$ cat src/rtl/euler_pkg.sv
// Shared definitions for the Euler-12 triangle/divisor search.
//   DEF_WIDTH           default datapath width (values, indices, counts)
//   DEF_TIMEOUT_CYCLES  default bound on a single factor_count wait phase
//   state_t / S_*       sequencer state encoding
package euler_pkg;

    localparam int DEF_WIDTH          = 32;
    localparam int DEF_TIMEOUT_CYCLES = 65536;

    typedef logic [2:0] state_t;

    localparam state_t S_IDLE     = 3'd0;
    localparam state_t S_ISSUE    = 3'd1;
    localparam state_t S_WAIT_CLR = 3'd2;
    localparam state_t S_WAIT_SET = 3'd3;
    localparam state_t S_CHECK    = 3'd4;
    localparam state_t S_FINISH   = 3'd5;

endpackage

$ cat src/rtl/tri_gen.sv
// Incremental triangle-number generator.
//   i_init  load n=1, T=1
//   i_step  n <= n+1, T <= T+(n+1)
//   o_n     current index n
//   o_t     current triangle number T(n)
//   o_ovf   1 when the next step T+(n+1) would not fit in WIDTH bits
module tri_gen
    import euler_pkg::*;
#(
    parameter int WIDTH = DEF_WIDTH
) (
    input  logic             clk,
    input  logic             rst_n,
    input  logic             i_init,
    input  logic             i_step,
    output logic [WIDTH-1:0] o_n,
    output logic [WIDTH-1:0] o_t,
    output logic             o_ovf
);

    logic [WIDTH-1:0] r_n;
    logic [WIDTH-1:0] r_t;
    logic [WIDTH:0]   w_next_sum;

    // One adder does both jobs: T+n+1 is the next triangle number and its
    // carry out is the overflow flag. n <= T always, so n+1 cannot wrap
    // without this sum also carrying.
    assign w_next_sum = {1'b0, r_t} + {1'b0, r_n} + {{WIDTH{1'b0}}, 1'b1};
    assign o_ovf      = w_next_sum[WIDTH];
    assign o_n        = r_n;
    assign o_t        = r_t;

    always_ff @(posedge clk or negedge rst_n) begin
        if (!rst_n) begin
            r_n <= '0;
            r_t <= '0;
        end else if (i_init) begin
            r_n <= {{(WIDTH-1){1'b0}}, 1'b1};
            r_t <= {{(WIDTH-1){1'b0}}, 1'b1};
        end else if (i_step) begin
            r_n <= r_n + {{(WIDTH-1){1'b0}}, 1'b1};
            r_t <= w_next_sum[WIDTH-1:0];
        end
    end

endmodule

$ cat src/rtl/triangle_divisor_search.sv
// Sequencer for the factor_count datapath: walks T(n)=n(n+1)/2 and stops at
// the first T(n) whose divisor count exceeds the latched threshold.
//   clk, rst_n            clock, async active-low reset
//   start, threshold      host request (sampled in IDLE), search bound
//   busy, done            search in progress, one-cycle end pulse
//   found, error          result flags, valid with done, held afterwards
//   tri_value/index       last evaluated T(n) and n
//   divisors              factor_count result for tri_value
//   fc_start, fc_value    request to factor_count
//   fc_done, fc_result    response from factor_count (level handshake)
module triangle_divisor_search
    import euler_pkg::*;
#(
    parameter int WIDTH          = DEF_WIDTH,
    parameter int TIMEOUT_CYCLES = DEF_TIMEOUT_CYCLES
) (
    input  logic             clk,
    input  logic             rst_n,
    input  logic             start,
    input  logic [WIDTH-1:0] threshold,
    output logic             busy,
    output logic             done,
    output logic             found,
    output logic             error,
    output logic [WIDTH-1:0] tri_value,
    output logic [WIDTH-1:0] tri_index,
    output logic [WIDTH-1:0] divisors,
    output logic             fc_start,
    output logic [WIDTH-1:0] fc_value,
    input  logic             fc_done,
    input  logic [WIDTH-1:0] fc_result
);

    localparam int TW = $clog2(TIMEOUT_CYCLES + 1);

    state_t           r_state;
    logic [TW-1:0]    r_timer;
    logic [WIDTH-1:0] r_thresh;
    logic [WIDTH-1:0] r_tri_value;
    logic [WIDTH-1:0] r_tri_index;
    logic [WIDTH-1:0] r_divisors;
    logic             r_found;
    logic             r_error;

    logic             w_init;
    logic             w_step;
    logic             w_match;
    logic             w_timeout;
    logic [WIDTH-1:0] w_n;
    logic [WIDTH-1:0] w_t;
    logic             w_ovf;

    assign w_match   = (r_divisors > r_thresh);
    // Fires on the TIMEOUT_CYCLES-th cycle spent in a wait state.
    assign w_timeout = (r_timer == TW'(TIMEOUT_CYCLES - 1));
    assign w_init    = (r_state == S_IDLE) && start;
    assign w_step    = (r_state == S_CHECK) && !w_match && !w_ovf;

    tri_gen #(.WIDTH(WIDTH)) u_tri_gen (
        .clk    (clk),
        .rst_n  (rst_n),
        .i_init (w_init),
        .i_step (w_step),
        .o_n    (w_n),
        .o_t    (w_t),
        .o_ovf  (w_ovf)
    );

    // Decoded from state so they fall asynchronously with reset.
    // T only moves on CHECK->ISSUE, so it doubles as the held operand.
    assign busy      = (r_state != S_IDLE) && (r_state != S_FINISH);
    assign done      = (r_state == S_FINISH);
    assign fc_start  = (r_state == S_ISSUE);
    assign fc_value  = w_t;
    assign found     = r_found;
    assign error     = r_error;
    assign tri_value = r_tri_value;
    assign tri_index = r_tri_index;
    assign divisors  = r_divisors;

    always_ff @(posedge clk or negedge rst_n) begin
        if (!rst_n) begin
            r_state     <= S_IDLE;
            r_timer     <= '0;
            r_thresh    <= '0;
            r_tri_value <= '0;
            r_tri_index <= '0;
            r_divisors  <= '0;
            r_found     <= 1'b0;
            r_error     <= 1'b0;
        end else begin
            case (r_state)
                S_IDLE: begin
                    if (start) begin
                        r_thresh <= threshold;
                        r_found  <= 1'b0;
                        r_error  <= 1'b0;
                        r_state  <= S_ISSUE;
                    end
                end
                S_ISSUE: begin
                    r_timer <= '0;
                    r_state <= S_WAIT_CLR;
                end
                S_WAIT_CLR: begin
                    // factor_count has no reset; a done level left over from
                    // the previous operand must clear before we trust it.
                    if (!fc_done) begin
                        r_timer <= '0;
                        r_state <= S_WAIT_SET;
                    end else if (w_timeout) begin
                        r_error <= 1'b1;
                        r_state <= S_FINISH;
                    end else begin
                        r_timer <= r_timer + TW'(1);
                    end
                end
                S_WAIT_SET: begin
                    if (fc_done) begin
                        r_divisors  <= fc_result;
                        r_tri_value <= w_t;
                        r_tri_index <= w_n;
                        r_state     <= S_CHECK;
                    end else if (w_timeout) begin
                        r_error <= 1'b1;
                        r_state <= S_FINISH;
                    end else begin
                        r_timer <= r_timer + TW'(1);
                    end
                end
                S_CHECK: begin
                    if (w_match) begin
                        r_found <= 1'b1;
                        r_state <= S_FINISH;
                    end else if (w_ovf) begin
                        r_error <= 1'b1;
                        r_state <= S_FINISH;
                    end else begin
                        r_state <= S_ISSUE;
                    end
                end
                S_FINISH: r_state <= S_IDLE;
                default:  r_state <= S_IDLE;
            endcase
        end
    end

endmodule

$ cat config.mk
export PLATFORM = sky130hd
export DESIGN_NAME = triangle_divisor_search
export DESIGN_NICKNAME = d
export VERILOG_FILES = /design/src/rtl/euler_pkg.sv /design/src/rtl/tri_gen.sv /design/src/rtl/triangle_divisor_search.sv
export SDC_FILE = /design/constraint.sdc
export NUM_CORES = 1
export LEC_CHECK = 0
export ABC_AREA = 1
export BUFFER_PORTS_ARGS = -buffer_cell sky130_fd_sc_hd__buf_2
export CORE_AREA = 4 4 122 211
export DETAILED_ROUTE_END_ITERATION = 12
export DIE_AREA = 0 0 126 215
export HOLD_SLACK_MARGIN = 0.1
export PLACE_DENSITY = 0.75
export SYNTH_ARGS = -nofsm -noshare
export SYNTH_HDL_FRONTEND = slang
export SYNTH_SLANG_ARGS = --single-unit
$ cat constraint.sdc
create_clock -name clk -period 4.52 [get_ports clk]
set_input_delay 0.226 -clock clk [delete_from_list [all_inputs] [get_ports clk]]
set_output_delay 0.226 -clock clk [all_outputs]
set_load 0.02 [all_outputs]
# Word level (Yosys, flattened, before mapping)
# Cells that the tools add are included.
[word_totals] ff_bits=214 latchBits=0 ram_bits=0 romBits=0 input_bits=68 out_inout_bits=133 wordCells=69 memories=0
[op_classes] add_sub_neg=4 mul=0 div_mod_pow=0 magnitude_cmp=1 n_eq_ne=13 n_shift=0 n_mux=24 n_bitwise=0 n_reduce_logical=17
[ops] op="32-bit two-way mux" count=4
[ops] op="17-bit two-way mux" count=3
[ops] op="17-bit case mux with 3 select lines" count=1
[ops] op="32-bit by 32-bit adder with 33-bit output" count=1
[ops] op="33-bit by 1-bit adder with 33-bit output (second input constant)" count=1
[ops] op="32-bit by 1-bit adder with 32-bit output (second input constant)" count=1
[ops] op="32-bit greater-than comparator" count=1
[ops] op="3-bit two-way mux" count=6
[ops] op="17-bit by 1-bit adder with 17-bit output (second input constant)" count=1
[ops] op="17-bit by 16-bit == test with 1-bit output (second input constant)" count=1
[ops] op="3-bit case mux with 5 select lines" count=1
[ops] op="2-bit inequality test (second input constant)" count=5
[ops] op="1-bit two-way mux" count=7
[ops] op="3-bit by 2-bit == test with 1-bit output (second input constant)" count=2
[ops] op="3-bit == test (second input constant)" count=2
[ops] op="2-bit AND reduction" count=3
[ops] op="6-bit AND reduction" count=1
[ops] op="3-bit nonzero test" count=2
[ops] op="1-bit logical AND" count=4
[ops] op="1-bit case mux with 4 select lines" count=1
[ops] op="2-bit nonzero test" count=2
[ops] op="4-bit nonzero test" count=1
[ops] op="3-bit by 1-bit == test with 1-bit output (second input constant)" count=1
[ops] op="3-bit logical NOT" count=1
[ops] op="5 further kinds" count=6

# Longest topological paths before layout
# Gate-level depths: netlist of run 1.
[depth] word_depth=6 ltp_mapped=19 depth_no_buf=18

# By module
# From an unflattened synthesis of run 1, not the netlist that was laid out.
[unflattened] cells_unflattened=1704 hier_area_um2=12294.3
[by_module_without_submodules] module="triangle_divisor_search" instances=1 cells_each=845 area_per_inst_um2=6942.9
[by_module_without_submodules] module="tri_gen" instances=1 cells_each=859 area_per_inst_um2=5351.4

# Worst setup path before layout of run 1
# Ideal clock, no wire load.
[synth_timing] path_type="register to register" startpoint="reg u_tri_gen.r_t[0], in the netlist u_tri_gen.o_t[0]" endpoint="reg u_tri_gen.r_t[1], in the netlist u_tri_gen.o_t[1]" setup_ps=118 arrival_time_ps=2269 required_time_ps=4402 setup_slack_ps=2134 stages_incl_launch_ff=19 cell_sequence="dfrtp_1 -> inv_1 -> ha_1 -> inv_1 -> fa_1 -> nand2_1 -> nand3_1 -> nand3_2 -> nand2_2 -> nand2_2 -> nand2_4 -> nand2_4 -> nand3_4 -> inv_4 -> nand2_8 -> buf_12 -> buf_8 -> nand3_2 -> nand2_1"
[synth_between] elab_chain_cells=5 word_cells_on_any_way=7 cone_classes="add/sub (2); mux (2); reduce/logical (3)"
[synth_lines] item="start, declared" line_no="tri_gen.sv:22" rtl="logic [WIDTH-1:0] r_t;"
[synth_lines] item="start signal, assigned" line_no="tri_gen.sv:39" rtl="r_t <= {{(WIDTH-1){1'b0}}, 1'b1};"
[synth_lines] item="start signal, assigned" line_no="tri_gen.sv:42" rtl="r_t <= w_next_sum[WIDTH-1:0];"
[synth_lines] item="32-bit by 32-bit adder with 33-bit output *" line_no="tri_gen.sv:28" rtl="assign w_next_sum = {1'b0, r_t} + {1'b0, r_n} + {{WIDTH{1'b0}}, 1'b1};"
[synth_lines] item="33-bit by 1-bit adder with 33-bit output *" line_no="tri_gen.sv:28"
[synth_lines] item="1-bit logical NOT" line_no="triangle_divisor_search.sv:57" rtl="assign w_step = (r_state == S_CHECK) && !w_match && !w_ovf;"
[synth_lines] item="1-bit logical AND" line_no="triangle_divisor_search.sv:57"
[synth_lines] item="2-bit nonzero test (no source line)"
# Mark *: on every way between the ends. The rest lies on a longest branch, timed or not. The select of a mux whose other input is x is not followed.
# A chain may end at the register's enable or synchronous reset.

# Worst setup path after layout of run 1
[layout_timing] startpoint="reg u_tri_gen.r_n[0], in the netlist u_tri_gen.o_n[0]" endpoint="reg u_tri_gen.r_t[1], in the netlist u_tri_gen.o_t[1]"
[layout_between] elab_chain_cells=5 word_cells_on_any_way=7 cone_classes="add/sub (2); mux (2); reduce/logical (3)"
[layout_lines] item="start, declared" line_no="tri_gen.sv:21" rtl="logic [WIDTH-1:0] r_n;"
[layout_lines] item="start signal, assigned" line_no="tri_gen.sv:38" rtl="r_n <= {{(WIDTH-1){1'b0}}, 1'b1};"
[layout_lines] item="start signal, assigned" line_no="tri_gen.sv:41" rtl="r_n <= r_n + {{(WIDTH-1){1'b0}}, 1'b1};"
[layout_lines] item="32-bit by 32-bit adder with 33-bit output *" line_no="tri_gen.sv:28"
[layout_lines] item="33-bit by 1-bit adder with 33-bit output *" line_no="tri_gen.sv:28"
[layout_lines] item="1-bit logical NOT" line_no="triangle_divisor_search.sv:57"
[layout_lines] item="1-bit logical AND" line_no="triangle_divisor_search.sv:57"
[layout_lines] item="2-bit nonzero test (no source line)"
# Marked as above.

==> summary.txt, run 1 <==
RSZ-0062 raised after global routing = false
clock transition at the registers of the reported paths = 70 ps
dominant synthesized flop cell = dfrtp_1
# nets final = 2,135
# hold bufs at CTS = 66
Ys Warns = 0
Pins Over Slew Limit = 0
Setup Viol. Count Final = 0
die width = 126 µm
met1 WL = 14.69 mm
Startpoint Class = flip-flop
worst reg2reg setup slack = 1080 ps
number of DRC markers in iteration 0 = 784
Clk Latency, worst-skew pair = 530 ps
fill cell total of the finished layout = 2,066
final hold vios = 0
RR Endpoint = u_tri_gen.o_t[1]$_DFFE_PN0P_
period utilization = 76.20%
hold path depth = 3
Routed WL = 41.33 mm
number of global-route vias before repair = 12,930
DRT Pass-1 Iters = 5
syn nets = 1,893
register area share after synthesis = 41.04%
top layer used by detailed routing = met4
Hold Path Origin = fc_done
Post-synth EDFFs = 0
row cnt = 75
Max FO, Critical Path = 66
Remaining DRCs = 0
slowest stage delay, CP = 450 ps
# diodes = 0
Initial Util = 54.32%
post-route ant nets = 0
first-pass GRT wire length = 66.44 mm
initial antenna violation count = 0
Worst IR Drop VDD = 339.0 µV
H-tree lvl count = 1
Worst Hold Class = input pin to flip-flop
largest net degree at the start of global routing = 103
worst reg2reg path depth = 17
dpl cell area = 14,220 µm²
setup_tns = 0 ps
Hold EP = r_timer[11]$_DFFE_PN0P_
post-layout min period = 3444 ps
Mapped Area = 13,050 µm²
length of routed met2 wiring = 21.34 mm
vias = 12,530
maximum clock frequency = 290.4 MHz
Max Root-Sink Buffers = 3
final worst slack = 1076 ps
Finished Cell Area = 15,620 µm²
power per cell area = 554.2 nW/µm²
Yosys cell types = 42
synthesized netlist cell count = 1,758
Post-CTS Setup Inserts = 0
routability cong. = 0.9997
FF+latch area = 5355 µm²
Slowest cell on crit path = nand2_8
critical path type = flip-flop to flip-flop
Synth async-reset ratio = 100.0%
WL per Instance = 17.79 µm
GRT Util Overall = 30.11%
Arr. time, crit path = 3900 ps
status = completed
I/O pin total = 201
core area = 24,020 µm²
CTS root buf = clkbuf_16
cell-by-cell trace of the critical path = inv_1, ha_1, inv_1, fa_1, nand2_1, nand3_1, nand3_2, nand2_2, nand2_2, nand2_4, nand2_4, nand3_4, inv_4, nand2_8, inv_4, nand2_1, nand2_1
cts bufs inserted = 22
grt ovf = 0
CTS tree = built
Worst EP required = 4980 ps
Critical Path Sink Type = flip-flop
worst r2r src = u_tri_gen.o_n[0]$_DFFE_PN0P_
syn avg cell area = 7.423 µm²
Multi-input gate area = 6566 µm²
clk_skew = 17.31 ps
Vert. Die Dim = 215 µm
Synth Register Bits = 214
port buffer count = 200
die area = 27,090 µm²
post-DR vias/cell = 5.393
Worst slew margin = 32.94%
worst slew pin tran = 1006 ps
share of layout cells above drive strength 1 = 16.38%
CTS resizes = 0
Max Cap Viol = 0
dpl ws = 1155 ps
hpwl dp = 29.29 mm
Most Frequent Cell on Critical Path = nand2_1
met3 WL post-DR = 2.131 mm
area delta synth->final = 19.67%
Pleak = 8.811 nW
Clock Sinks = 214
==> through the flow <==
stage | utilization (%) | hold WS, ps | total power (W) | cells
final | 65.01 | 139.3 | 0.008655 | 2323
after global routing | 65.01 | 187.0 | 0.009254 | 2323
after CTS | 65.01 | 124.0 | 0.008667 | 2323
after detailed placement | 59.18 | 336.9 | 0.006685 | 2218
after global placement | 59.18 | 335.1 | 0.006574 | 2218
after floorplan | - | -69.59 | 0.005447 | 1758
==> flip-flops by register name, summed over array words and instances, names as in the netlist <==
| register | count |
|---|---|
| r_state | 3 |
| r_thresh | 32 |
| found | 1 |
| divisors | 32 |
| tri_index | 32 |
| error | 1 |
| r_timer | 17 |
| tri_value | 32 |
| u_tri_gen.o_n | 32 |
| u_tri_gen.o_t | 32 |
==> how the worst max path moves through the flow <==
stage / from / to / slack (ps) / depth (start not counted)
floorplan: u_tri_gen.o_t[0]$_DFFE_PN0P_ / u_tri_gen.o_t[1]$_DFFE_PN0P_ / 2130 / 18
global placement: u_tri_gen.o_n[0]$_DFFE_PN0P_ / u_tri_gen.o_t[18]$_DFFE_PN0P_ / 1260 / 17
detailed placement: u_tri_gen.o_n[0]$_DFFE_PN0P_ / u_tri_gen.o_t[1]$_DFFE_PN0P_ / 1150 / 17
CTS: u_tri_gen.o_n[0]$_DFFE_PN0P_ / u_tri_gen.o_t[1]$_DFFE_PN0P_ / 1130 / 17
global route: u_tri_gen.o_n[0]$_DFFE_PN0P_ / u_tri_gen.o_t[1]$_DFFE_PN0P_ / 820 / 17
finish: u_tri_gen.o_n[0]$_DFFE_PN0P_ / u_tri_gen.o_t[1]$_DFFE_PN0P_ / 1080 / 17
==> per-layer routing <==
metal	global-route usage, %	vias up
met2	54.53	475
li1	-	6006
met5	0	-
met3	3.826	178
met1	32.41	5870
met4	19.61	0
==> where the power goes <==
part           leakage [nW]  switching (W)  internal [W]
Combinational          5.60        0.00253       0.00120
Clock                 0.363       0.000800       0.00111
Sequential             2.85       0.000517       0.00249
==> synth_stat cells (3+ instances only) <==
library cell,instances,share of area (%)
nand4_1,40,1.9
inv_2,4,0.12
buf_2,18,0.69
clkbuf_1,32,0.92
dfrtp_1,214,41
nand3b_1,8,0.46
nand2_2,9,0.43
o2111ai_1,6,0.40
nor2_1,101,2.9
a21oi_1,38,1.5
o21ai_0,71,2.7
xor2_1,48,3.2
nor3_1,32,1.2
nand2_1,690,20
o21bai_1,6,0.35
a21oi_2,3,0.20
xnor2_1,5,0.34
inv_1,214,6.2
nor2_2,5,0.24
nand3_2,50,3.8
buf_8,4,0.46
ha_1,66,6.3
nand3_1,68,2.6
==> logic make-up (layout without fill, tap and decap cells) <==
family	count (synthesis)	after routing	share of synthesized area (%)
compound gates	133	133	5.666
xor+xnor	53	53	3.557
fa+ha+maj	67	67	6.481
buf+inv	277	534	8.802
flops	214	214	41.04
simple gates	1014	1014	34.46
==> worst max-delay path, delay by kind of cell (launching register included) <==
family | cells | cell delay (ps)
fa+ha+maj | 2 | 570
flops | 1 | 410
buf+inv | 4 | 1000
simple gates | 11 | 1310
==> cell usage in the layout, fill, tap and decap left out, types with 2 or more instances in the layout <==
cell type and n:
clkinv_2 3, nand2_2 9, nor2_1 101, buf_4 9
nor3_1 32, o21ai_0 71, nand3b_1 8, nor2_2 5
a21o_1 2, inv_1 212, a21oi_2 3, o2111ai_1 6
inv_4 2, bufinv_16 2, o21a_1 2, nand2_4 3
dfrtp_1 214, nand2_1 689, clkbuf_1 5, xnor2_1 5
clkbuf_8 4, dlygate4sd3_1 66, inv_2 5, nand3_4 2
ha_1 66, nand3_1 67, nand3_2 50, xor2_1 48
buf_2 199, nor3_2 2, a21oi_1 38, nand4_1 40
o21bai_1 6, clkbuf_16 23, o21ai_1 2
==> layout make-up <==
class | count | area share [%]
clock buffers | 32 | 4.158
well taps | 308 | 2.468
flip-flops and latches | 214 | 34.29
clock inverters | 7 | 0.5848
repair buffers | 275 | 11.14
multi-input cells | 1267 | 42.04
inverters | 220 | 5.320
Power figures use the tool's default switching activity.
==> inputs of run 2 (changes only) <==
--- a/config.mk
+++ b/config.mk
@@ -7,11 +7,11 @@
 export LEC_CHECK = 0
 export ABC_AREA = 1
 export BUFFER_PORTS_ARGS = -buffer_cell sky130_fd_sc_hd__buf_2
-export CORE_AREA = 4 4 122 211
+export CORE_AREA = 4 4 125 217
 export DETAILED_ROUTE_END_ITERATION = 12
-export DIE_AREA = 0 0 126 215
+export DIE_AREA = 0 0 129 221
 export HOLD_SLACK_MARGIN = 0.1
-export PLACE_DENSITY = 0.75
+export PLACE_DENSITY = 0.74
 export SYNTH_ARGS = -nofsm -noshare
 export SYNTH_HDL_FRONTEND = slang
 export SYNTH_SLANG_ARGS = --single-unit
==> constraint.sdc (replaced) <==
create_clock -name clk -period 3 [get_ports clk]
set_input_delay 0.15 -clock clk [delete_from_list [all_inputs] [get_ports clk]]
set_output_delay 0.15 -clock clk [all_outputs]
set_load 0.02 [all_outputs]
==> summary.txt, run 2 (synthesis results as in run 1) <==
fin cells = 2,354
Clock Sinks = 214
critical path type = flip-flop to flip-flop
Arr. time, crit path = 3220 ps
most frequent cells in the layout = nand2_1 (689), dfrtp_1 (214), inv_1 (212), buf_2 (199), nor2_1 (101)
maximum clock frequency = 355.4 MHz
fill cell total of the finished layout = 2,238
die area = 28,510 µm²
clock transition at the registers of the reported paths = 70 ps
largest net degree at the start of global routing = 96
I/O pin total = 201
Worst Hold Class = input pin to asynchronous set/reset pin
number of global-route vias before repair = 12,560
Worst EP required = 3400 ps
Vert. Die Dim = 221 µm
Pins Over Slew Limit = 0
Worst slew margin = 47.27%
grt ovf = 0
commonest non-fill, non-tap cell in the layout = nand2_1
die width = 129 µm
H-tree lvl count = 1
CTS tree = built
DRT Pass-1 Iters = 6
post-DR vias/cell = 5.257
Critical Path Sink Type = flip-flop
share of layout cells above drive strength 1 = 17.34%
Util after Layout = 62.75%
core area = 25,240 µm²
Max Cap Viol = 0
Flop pwr share = 34.5%
CTS root buf = clkbuf_16
clk_skew = 26.26 ps
initial antenna violation count = 2
period utilization = 93.79%
Pint = 0.007239 W
Sw Share = 44.35%
Startpoint Class = flip-flop
worst slew pin tran = 791.0 ps
post-route ant nets = 0
power per cell area = 821.1 nW/µm²
Worst IR Drop VDD = 534.6 µV
post-layout min period = 2814 ps
Remaining DRCs = 0
port buffer count = 200
Pleak = 8.947 nW
first-pass GRT wire length = 64.53 mm
hpwl dp = 29.90 mm
GRT Util Overall = 28.25%
# nets final = 2,157
WL per Instance = 17.37 µm
area delta synth->final = 21.38%
clock share of power = 21.6%
Max Root-Sink Buffers = 3
routability cong. = 1.006
final hold vios = 0
number of DRC markers in iteration 0 = 591
Routed WL = 40.89 mm
Initial Util = 51.70%
Gate power share = 43.9%
switching pwr = 0.005768 W
status = completed
setup_tns = 0 ps
Setup Viol. Count Final = 0
placed cell count = 2,247
row cnt = 77
cts bufs inserted = 22
vias = 12,370
RSZ-0062 raised after global routing = false
Clk Latency, worst-skew pair = 540 ps
Hold WS = 237.1 ps
Max FO, Critical Path = 40
-- run 2: cell types whose count changed in the layout (fill, tap and decap cells not counted), moves of 2 or more --
cell	delta
clkbuf_1	-3
clkinv_2	+3
diode_2	+2
buf_4	+17
buf_12	+4
-- run 2: cell type report --
cell class              count  area, µm²  area share [%]
diodes                      2      5.005         0.03160
clock buffers              28      613.1           3.870
clock inverters            10      115.1          0.7267
inverters                 220      833.3           5.261
multi-input cells        1267       6566           41.45
flip-flops and latches    214       5355           33.81
well taps                 316      395.4           2.496
repair buffers            297       1957           12.35
-- run 2: power groups by stage --
stage	logic (W)	clock network (W)	registers (W)
floorplan	0.00315	0	0.00506
global placement	0.00547	0	0.00451
detailed placement	0.00558	0	0.00453
CTS	0.00569	0.00286	0.00448
global route	0.00636	0.00296	0.00460
finish	0.00570	0.00281	0.00449
-- run 2: through the flow --
step / setup slack, ps / cell area, µm² / power (W)
3_3_place_gp: 359.0 / 14430 / 0.009975
3_5_place_dp: 225.5 / 14430 / 0.01011
6_report: 186.5 / 15840 / 0.01301
4_1_cts: 173.7 / 15830 / 0.01303
2_1_floorplan: 613.6 / 13050 / 0.008207
5_1_grt: 26.93 / 15840 / 0.01392
-- run 2: timing repair --
item,CTS,global route
hold buffers,67,0
endpoints found under the hold margin,160,0
resized for setup,0,1
setup buffers,0,0
setup endpoints to repair,0,10
-- run 2: routing by layer --
layer	vias to the layer above	wire length [µm]	global-route usage, %
met3	152	1918	3.185
met5	-	0	0
met2	396	21150	51.14
li1	6052	-	-
met1	5774	14620	30.08
met4	0	3210	18.55
-- run 2: final timing paths --
kind	start	end	slack (ps)	cells after the start
setup / recovery	u_tri_gen.o_n[0]$_DFFE_PN0P_	u_tri_gen.o_t[14]$_DFFE_PN0P_	190	17
hold / removal	rst_n	divisors[6]$_DFFE_PN0P_	240	2
setup reg to reg	u_tri_gen.o_n[0]$_DFFE_PN0P_	u_tri_gen.o_t[14]$_DFFE_PN0P_	190	17
hold reg to reg	tri_value[14]$_DFFE_PN0P_	tri_value[14]$_DFFE_PN0P_	480	2
max in group asynchronous	rst_n	u_tri_gen.o_t[28]$_DFFE_PN0P_	1870	3
min in group clk	fc_result[2]	divisors[2]$_DFFE_PN0P_	350	4
-- run 2: critical path: stages (launching register included) --
cell     delay (ps)
dfrtp_1         410
inv_1           160
ha_1            170
inv_1            60
fa_1            410
nand2_1          80
nand3_1         120
nand3_2          90
nand2_2          70
nand2_2          80
nand2_4          70
nand2_4          70
nand3_4          80
inv_4           100
nand2_8         230
buf_12          290
nand3_2          80
nand2_1          60
